[src/rtl/counter_month_pkg.sv]
// Shared constants and helpers for the BCD calendar counters (day/month/year).
package counter_month_pkg;

   localparam int unsigned BCD_W = 4;

   localparam logic [2*BCD_W-1:0] MONTH_FEB = 8'h02;
   localparam logic [2*BCD_W-1:0] MONTH_DEC = 8'h12;

   // Months with 30 days, BCD encoded
   localparam logic [2*BCD_W-1:0] MONTH_30_DAY [4] = '{8'h04, 8'h06, 8'h09, 8'h11};

   function automatic logic is_30_day(input logic [2*BCD_W-1:0] month);
      logic hit;
      hit = 1'b0;
      for (int i = 0; i < 4; i++) begin
         if (month == MONTH_30_DAY[i]) hit = 1'b1;
      end
      return hit;
   endfunction

   // Binary month to two BCD digits {ten, unit}; anything outside 1..12 becomes 01
   function automatic logic [2*BCD_W-1:0] month_to_bcd(input int unsigned month);
      int unsigned m;
      m = (month < 1 || month > 12) ? 1 : month;
      return {BCD_W'(m / 10), BCD_W'(m % 10)};
   endfunction

endpackage

[src/rtl/counter_month_led7.sv]
// BCD to 7-segment decoder (Led7thanh), active-low, seg = {g,f,e,d,c,b,a}.
// Non-BCD codes blank the digit.
module counter_month_led7 (
   input  logic [3:0] bcd,
   output logic [6:0] seg
);

   // Pure lookup of the segment pattern
   always_comb begin
      unique case (bcd)
         4'd0:    seg = 7'b1000000;
         4'd1:    seg = 7'b1111001;
         4'd2:    seg = 7'b0100100;
         4'd3:    seg = 7'b0110000;
         4'd4:    seg = 7'b0011001;
         4'd5:    seg = 7'b0010010;
         4'd6:    seg = 7'b0000010;
         4'd7:    seg = 7'b1111000;
         4'd8:    seg = 7'b0000000;
         4'd9:    seg = 7'b0010000;
         default: seg = 7'b1111111;
      endcase
   end

endmodule

[src/rtl/counter_month_sync_edge.sv]
// Two-flop synchronizer plus gated rising-edge detect for an asynchronous pushbutton.
module counter_month_sync_edge (
   input  logic clk,
   input  logic reset_n,
   input  logic din,
   input  logic enable,
   output logic rise
);

   logic sync1;
   logic sync2;
   logic adj_q;

   // Synchronize the raw button and keep the previous synchronized level
   always_ff @(posedge clk or negedge reset_n) begin
      if (!reset_n) begin
         sync1 <= 1'b0;
         sync2 <= 1'b0;
         adj_q <= 1'b0;
      end else begin
         sync1 <= din;
         sync2 <= sync1;
         adj_q <= sync2;
      end
   end

   // Enable gates the edge directly, so dropping it mid-press leaves nothing pending
   assign rise = sync2 & ~adj_q & enable;

endmodule

[src/rtl/counter_month.sv]
// BCD month counter 01..12, advanced by the day counter's end-of-month carry.
// Define COUNTER_MONTH_SET_EN to enable the manual adjust path (set_mode / adj_m);
// without it those ports are ignored and the count moves only on cm1.
module counter_month #(
   parameter int unsigned INIT_MONTH = 1
) (
   input  logic       clk,
   input  logic       reset_n,
   input  logic       cm1,
   input  logic       set_mode,
   input  logic       adj_m,
   output logic [6:0] seg_m1,
   output logic [6:0] seg_m2,
   output logic       detect_2,
   output logic       detect_30_31,
   output logic       cy1
);
   import counter_month_pkg::*;

   localparam logic [2*BCD_W-1:0] INIT_BCD = month_to_bcd(INIT_MONTH);

   logic [BCD_W-1:0]   count_unit;
   logic [BCD_W-1:0]   count_ten;
   logic [BCD_W-1:0]   unit_d;
   logic [BCD_W-1:0]   ten_d;
   logic [2*BCD_W-1:0] month;
   logic               illegal;
   logic               adj_rise;

`ifdef COUNTER_MONTH_SET_EN
   counter_month_sync_edge u_adj_edge (
      .clk     (clk),
      .reset_n (reset_n),
      .din     (adj_m),
      .enable  (set_mode),
      .rise    (adj_rise)
   );
`else
   logic unused_adj;
   assign unused_adj = set_mode ^ adj_m;
   assign adj_rise   = 1'b0;
`endif

   assign month   = {count_ten, count_unit};
   assign illegal = (count_unit > 4'd9) || (count_ten > 4'd1) || (month == 8'h00) ||
                    ((count_ten == 4'd1) && (count_unit > 4'd2));

   // Next count: cm1 and adj_rise both request one increment, so a simultaneous
   // adjust edge is simply absorbed by the cm1 step rather than queued
   always_comb begin
      unit_d = count_unit;
      ten_d  = count_ten;
      if (cm1 || adj_rise) begin
         if (illegal || (month == MONTH_DEC)) begin
            ten_d  = 4'd0;
            unit_d = 4'd1;
         end else if (count_unit == 4'd9) begin
            ten_d  = count_ten + 4'd1;
            unit_d = 4'd0;
         end else begin
            unit_d = count_unit + 4'd1;
         end
      end
   end

   // Month count register
   always_ff @(posedge clk or negedge reset_n) begin
      if (!reset_n) begin
         count_ten  <= INIT_BCD[2*BCD_W-1:BCD_W];
         count_unit <= INIT_BCD[BCD_W-1:0];
      end else begin
         count_ten  <= ten_d;
         count_unit <= unit_d;
      end
   end

   // Month-length flags for the day counter and the year carry; an illegal count
   // can never equal 12, so recovery never produces cy1
   assign detect_2     = (month == MONTH_FEB);
   assign detect_30_31 = is_30_day(month);
   assign cy1          = cm1 && (month == MONTH_DEC);

   counter_month_led7 u_led_m1 (
      .bcd (count_unit),
      .seg (seg_m1)
   );

   counter_month_led7 u_led_m2 (
      .bcd (count_ten),
      .seg (seg_m2)
   );

endmodule

[config.mk]
export PLATFORM = sky130hd
export DESIGN_NAME = counter_month
export DESIGN_NICKNAME = d
export VERILOG_FILES = /design/src/rtl/counter_month_pkg.sv /design/src/rtl/counter_month_led7.sv /design/src/rtl/counter_month_sync_edge.sv /design/src/rtl/counter_month.sv
export SDC_FILE = /design/constraint.sdc
export NUM_CORES = 1
export LEC_CHECK = 0
export ABC_CLOCK_PERIOD_IN_PS = 2450
export CORE_MARGIN = 4
export CORE_UTILIZATION = 50
export DETAILED_ROUTE_END_ITERATION = 8
export PLACE_DENSITY = 0.89
export SETUP_SLACK_MARGIN = 0.5
export SKIP_LAST_GASP = 1
export SLEW_MARGIN = 10
export SYNTH_ARGS = -nofsm -noshare
export SYNTH_HDL_FRONTEND = slang
export SYNTH_HIERARCHICAL = 1
export SYNTH_SLANG_ARGS = --single-unit
[constraint.sdc]
create_clock -name clk -period 2.45 [get_ports clk]
set_clock_uncertainty 0.15 [all_clocks]
set_input_delay 0.245 -clock clk [delete_from_list [all_inputs] [get_ports clk]]
set_output_delay 0.245 -clock clk [all_outputs]
set_load 0.1 [all_outputs]
==> results by group, run 1 <==
Status
  – Status: stopped before the end
  – Fail Step: global routing
  – Run Error: [ERROR DPL-0038] Utilization greater than 100%, impossible to legalize

Yosys
  – Area of the mapped netlist: 1090 um^2
  – Synth area leaders: dfrtp_1 (16%), ha_1 (16%), buf_6 (7.2%), a21oi_1 (5.5%), o21ai_0 (5.5%)
  – Area share of the largest cell type after synthesis: between 10% and 20%
  – Area leader, netlist: dfrtp_1
  – FF+latch count, synth: 8
  – Post-synthesis adder-cell area fraction: roughly 16%
  – Syn avg cell area: just over 8 um^2
  – Xor/xnor share of the synthesized area: approximately 1.6%
  – Synth Flop Type: dfrtp_1
  – Post-synth ARST share: 100%
  – Mapped Cells: around 130
  – Simple-gate portion of the synthesized area: approximately 23%
  – Largest family of logic cells by synthesized area: compound AO/OA/AOI/OAI gates
  – Post-synth EDFFs: 0
  – Most frequent cell after synthesis: inv_1
  – Commonest cells post-synth: inv_1 (16), ha_1 (14), a21oi_1 (12), o21ai_0 (12), nor2_1 (11)
  – Syn nets: 152
  – Synth warnings: 6
  – Sequential area share after synthesis: a little under a fifth
  – Synth Area in Compound Gates: between 20% and 30%
  – Multiplexer area fraction after synthesis: about 2.3%
  – Synth cell types: 36

Clocking
  – # hold bufs at CTS: 0
  – CTS HTree Levels: 1
  – CTS sink cnt: 8
  – CTS Buf Count: 3
  – Clock root cell: clkbuf_4
  – Clock Path Buffers: 2

Place
  – Post-DP HPWL: 2.09 mm
  – Pre-CTS setup slack: between 400 and 500 ps
  – Placed insts: roughly 180
  – GP Congestion: about 0.77
  – I/O Buffers: 19

Floorplan
  – Rows: 16
  – Initial core utilization: a little over half
  – Die height: 54.7 um
  – Die width: between 50 and 60 um
  – Ports: 22

Timing
  – Post-GRT worst EP: detect_30_31
  – Worst EP kind: output port

Global route
  – Maximum number of pins on one net before global-route repair: 15
==> metrics by stage <==
step,instance area (um^2),utilization (%)
global placement,1580,77.9
detailed placement,1580,77.9
floorplan,1250,-
CTS,1880,93.2
==> logic make-up after synthesis <==
group	count (synthesis)
DFF	8
adders and majority gates	14
and+or+nand+nor	43
xor gates and xnor gates	2
AOI/OAI and AO/OA	40
buffers and inverters	24
muxes	2
==> timing repair <==
item / in CTS
resized for setup: 42
gates cloned: 0
endpoints found under the setup margin: 16
setup buffers: 15
pin swaps: 11
==> inputs of run 2 (changes only) <==
--- a/config.mk
+++ b/config.mk
@@ -6,11 +6,10 @@
 export NUM_CORES = 1
 export LEC_CHECK = 0
 export ABC_CLOCK_PERIOD_IN_PS = 2450
-export CORE_MARGIN = 4
-export CORE_UTILIZATION = 50
+export CORE_AREA = 4 4 65 67
 export DETAILED_ROUTE_END_ITERATION = 8
-export PLACE_DENSITY = 0.89
-export SETUP_SLACK_MARGIN = 0.5
+export DIE_AREA = 0 0 69 71
+export PLACE_DENSITY_LB_ADDON = 0.15
 export SKIP_LAST_GASP = 1
 export SLEW_MARGIN = 10
 export SYNTH_ARGS = -nofsm -noshare
==> results by group, run 2 <==
Cells and area
  – Fin nets: between 150 and 200
  – Fill cell count: 380
  – Synth-to-layout area growth: 43.8%
  – Commonest non-fill, non-tap cell in the layout: buf_12
  – Multi-input logic area: 793 um^2
  – Top flop regs: count_ten (4), count_unit (4)
  – Most frequent cells in the layout: buf_12 (17), inv_1 (16), ha_1 (14), a21oi_1 (10)
  – Share of cells above drive strength 1: 33.8%
  – Sequential cell area: between 200 and 250 um^2
  – Diodes inserted: 0

Clocking
  – CTS tree: built
  – CTS Buf Count: 3 (unchanged)
  – # hold bufs at CTS: 0 (unchanged)
  – Clock Path Buffers: 2 (unchanged)
  – Clock root cell: clkbuf_8
  – Post-CTS setup buffer count: 0 (-15)
  – Post-CTS resize count: 0 (-100%)
  – Clock transition at path regs: about 40 ps
  – CTS sink cnt: 8 (unchanged)
  – Skew-Pair Late Insertion Delay: between 200 and 250 ps
  – CTS HTree Levels: 1 (unchanged)

Setup path
  – CP endpoint kind: primary output
  – Startpoint type of the worst setup path: flip-flop
  – CP peak stage delay: around 520 ps
  – Crit path cell chain: ha_1, nor3b_2, a21oi_1, o41ai_4, buf_12
  – CP bufs+invs: 1
  – CP max stage cell: dfrtp_1
  – Critical path class: flip-flop to primary output
  – Critical path arrival: between 1500 and 2000 ps
  – Critical Path RT: 2060 ps
  – Crit-path leading delay family: flip-flops
  – Maximum fanout along the worst path: 9

Floorplan
  – Die width: 69 um (+26%)
  – Ports: 22 (unchanged)
  – Core area: between 3000 and 4000 um^2
  – Rows: 22 (+6)
  – Full die area: a little under 5000 um^2
  – Die height: 71 um (+30%)
  – Initial core utilization: 30.0% (-24 points)

Status
  – Status: completed

Global route
  – Antenna violations before repair: 0
  – Vias in the first global route: between 900 and 1000
  – Global Route met1 Usage: 13.3%
  – GR peak layer: met2
  – First-pass GRT wire length: 4.37 mm
  – Maximum number of pins on one net before global-route repair: 15
  – Total track usage: 10.5%
  – GR Layer Usage met3: under 10%
  – M2 GR Usage: ~17%
  – GRT overflow: 0

Yosys
  – Area leader, netlist: dfrtp_1
  – Synth Flop Type: dfrtp_1
  – Area share of the largest cell type after synthesis: 16.1% (unchanged)
  – Synth area leaders: dfrtp_1 (16%), ha_1 (16%), buf_6 (7.2%), a21oi_1 (5.5%), o21ai_0 (5.5%)
  – Sequential area share after synthesis: 18.5% (unchanged)
  – Commonest cells post-synth: inv_1 (16), ha_1 (14), a21oi_1 (12), o21ai_0 (12), nor2_1 (11)
  – Synth cell types: 36 (unchanged)
  – Area of the mapped netlist: 1090 um^2 (unchanged)
  – Mapped Cells: 133 (unchanged)
  – FF+latch count, synth: 8 (unchanged)
  – Most frequent cell after synthesis: inv_1
  – Post-synth EDFFs: 0 (unchanged)
  – Syn nets: 152 (unchanged)
  – Syn avg cell area: 8.18 um^2 (unchanged)
  – Synth warnings: 6 (unchanged)
  – Post-synth ARST share: 100% (unchanged)

Drt
  – Final wirelength: between 2 and 2.5 mm
  – Wire per inst: between 10 and 15 um
  – Routed Antenna Nets: 0
  – Routed vias/inst: 4.76
  – Number of remaining DRC errors: 0
  – Via Count: a little under 1000
  – Initial DRC Count: 46
  – 1st-pass router iterations: 4

Timing
  – Slew headroom: 66.0%
  – Tcrit/Tclk final: roughly 90%
  – Max Slew Vio Count: 0
  – Max Freq: roughly 440 MHz
  – RSZ-0062 raised after global routing: false
  – Worst Slack Setup Final: around 190 ps
  – Final setup viols: 0
  – Worst-Margin Slew: about 500 ps
  – Hold Fails Final Rpt: 0
  – Post-layout minimum cycle time: about 2300 ps

Place
  – I/O Buffers: 19 (unchanged)
  – GP Congestion: 0.747 (-3.6%)
  – Pre-CTS setup slack: 417 ps (+16.3 ps)
  – Post-DP HPWL: 1.85 mm (-12%)

Flow run
  – Max Cap Violations: 0

Min path
  – HP Class: primary input to async pin
[run 2: per-stage QoR]
stage	hold WS, ps	util, %	instance area, um^2	setup TNS (ps)	std cells
2_1_floorplan	-201	-	1140	-238	133
3_3_place_gp	411	41.8	1520	0	198
3_5_place_dp	417	41.8	1520	0	198
4_1_cts	172	43.1	1570	0	202
5_1_grt	193	43.1	1570	0	202
6_report	159	43.1	1570	0	202
[run 2: path summary, 6_finish.rpt]
check	startpoint	endpoint	slack [ps]	cells past startpoint
max	count_ten[0]	detect_30_31	190	5
min	reset_n	count_unit[2]	160	1
max reg2reg	count_ten[0]	count_unit[1]	600	5
min reg2reg	count_unit[0]	count_unit[0]	540	2
max in group asynchronous	reset_n	count_unit[0]	1670	1
min in group clk	count_unit[0]	count_unit[0]	540	2
[run 2: cell families after synthesis]
logic type	after synthesis	synth area share, %
AO/OA/AOI/OAI	40	25.3
XOR/XNOR	2	1.61
adder cells (fa/ha/maj)	14	16.1
buffers and inverters	24	13.2
flip-flops	8	18.5
multiplexers	2	2.30
AND/OR/NAND/NOR	43	23.0
[run 2: layer usage]
layer,vias up,wire (um)
met1,449,1070
met4,0,20
li1,491,-
met5,-,0
met3,4,106
met2,17,1160
[run 2: layout make-up]
cell class	instances	area share [%]
clock buffers	4	2.88
inverters	16	3.84
multi-input cells	101	50.7
flip-flops and latches	8	12.9
well taps	48	3.84
repair buffers	25	25.9
[run 2: worst register-to-register path, cell delays in order (launching register included)]
cell and delay, ps:
dfrtp_1 490, ha_1 270, nor3b_2 170, mux2_4 280
a221o_1 340, o21ai_1 70
Power of run 2 is not shown: default switching activity piles up to over one toggle a cycle in this logic, so the estimate is an artifact.
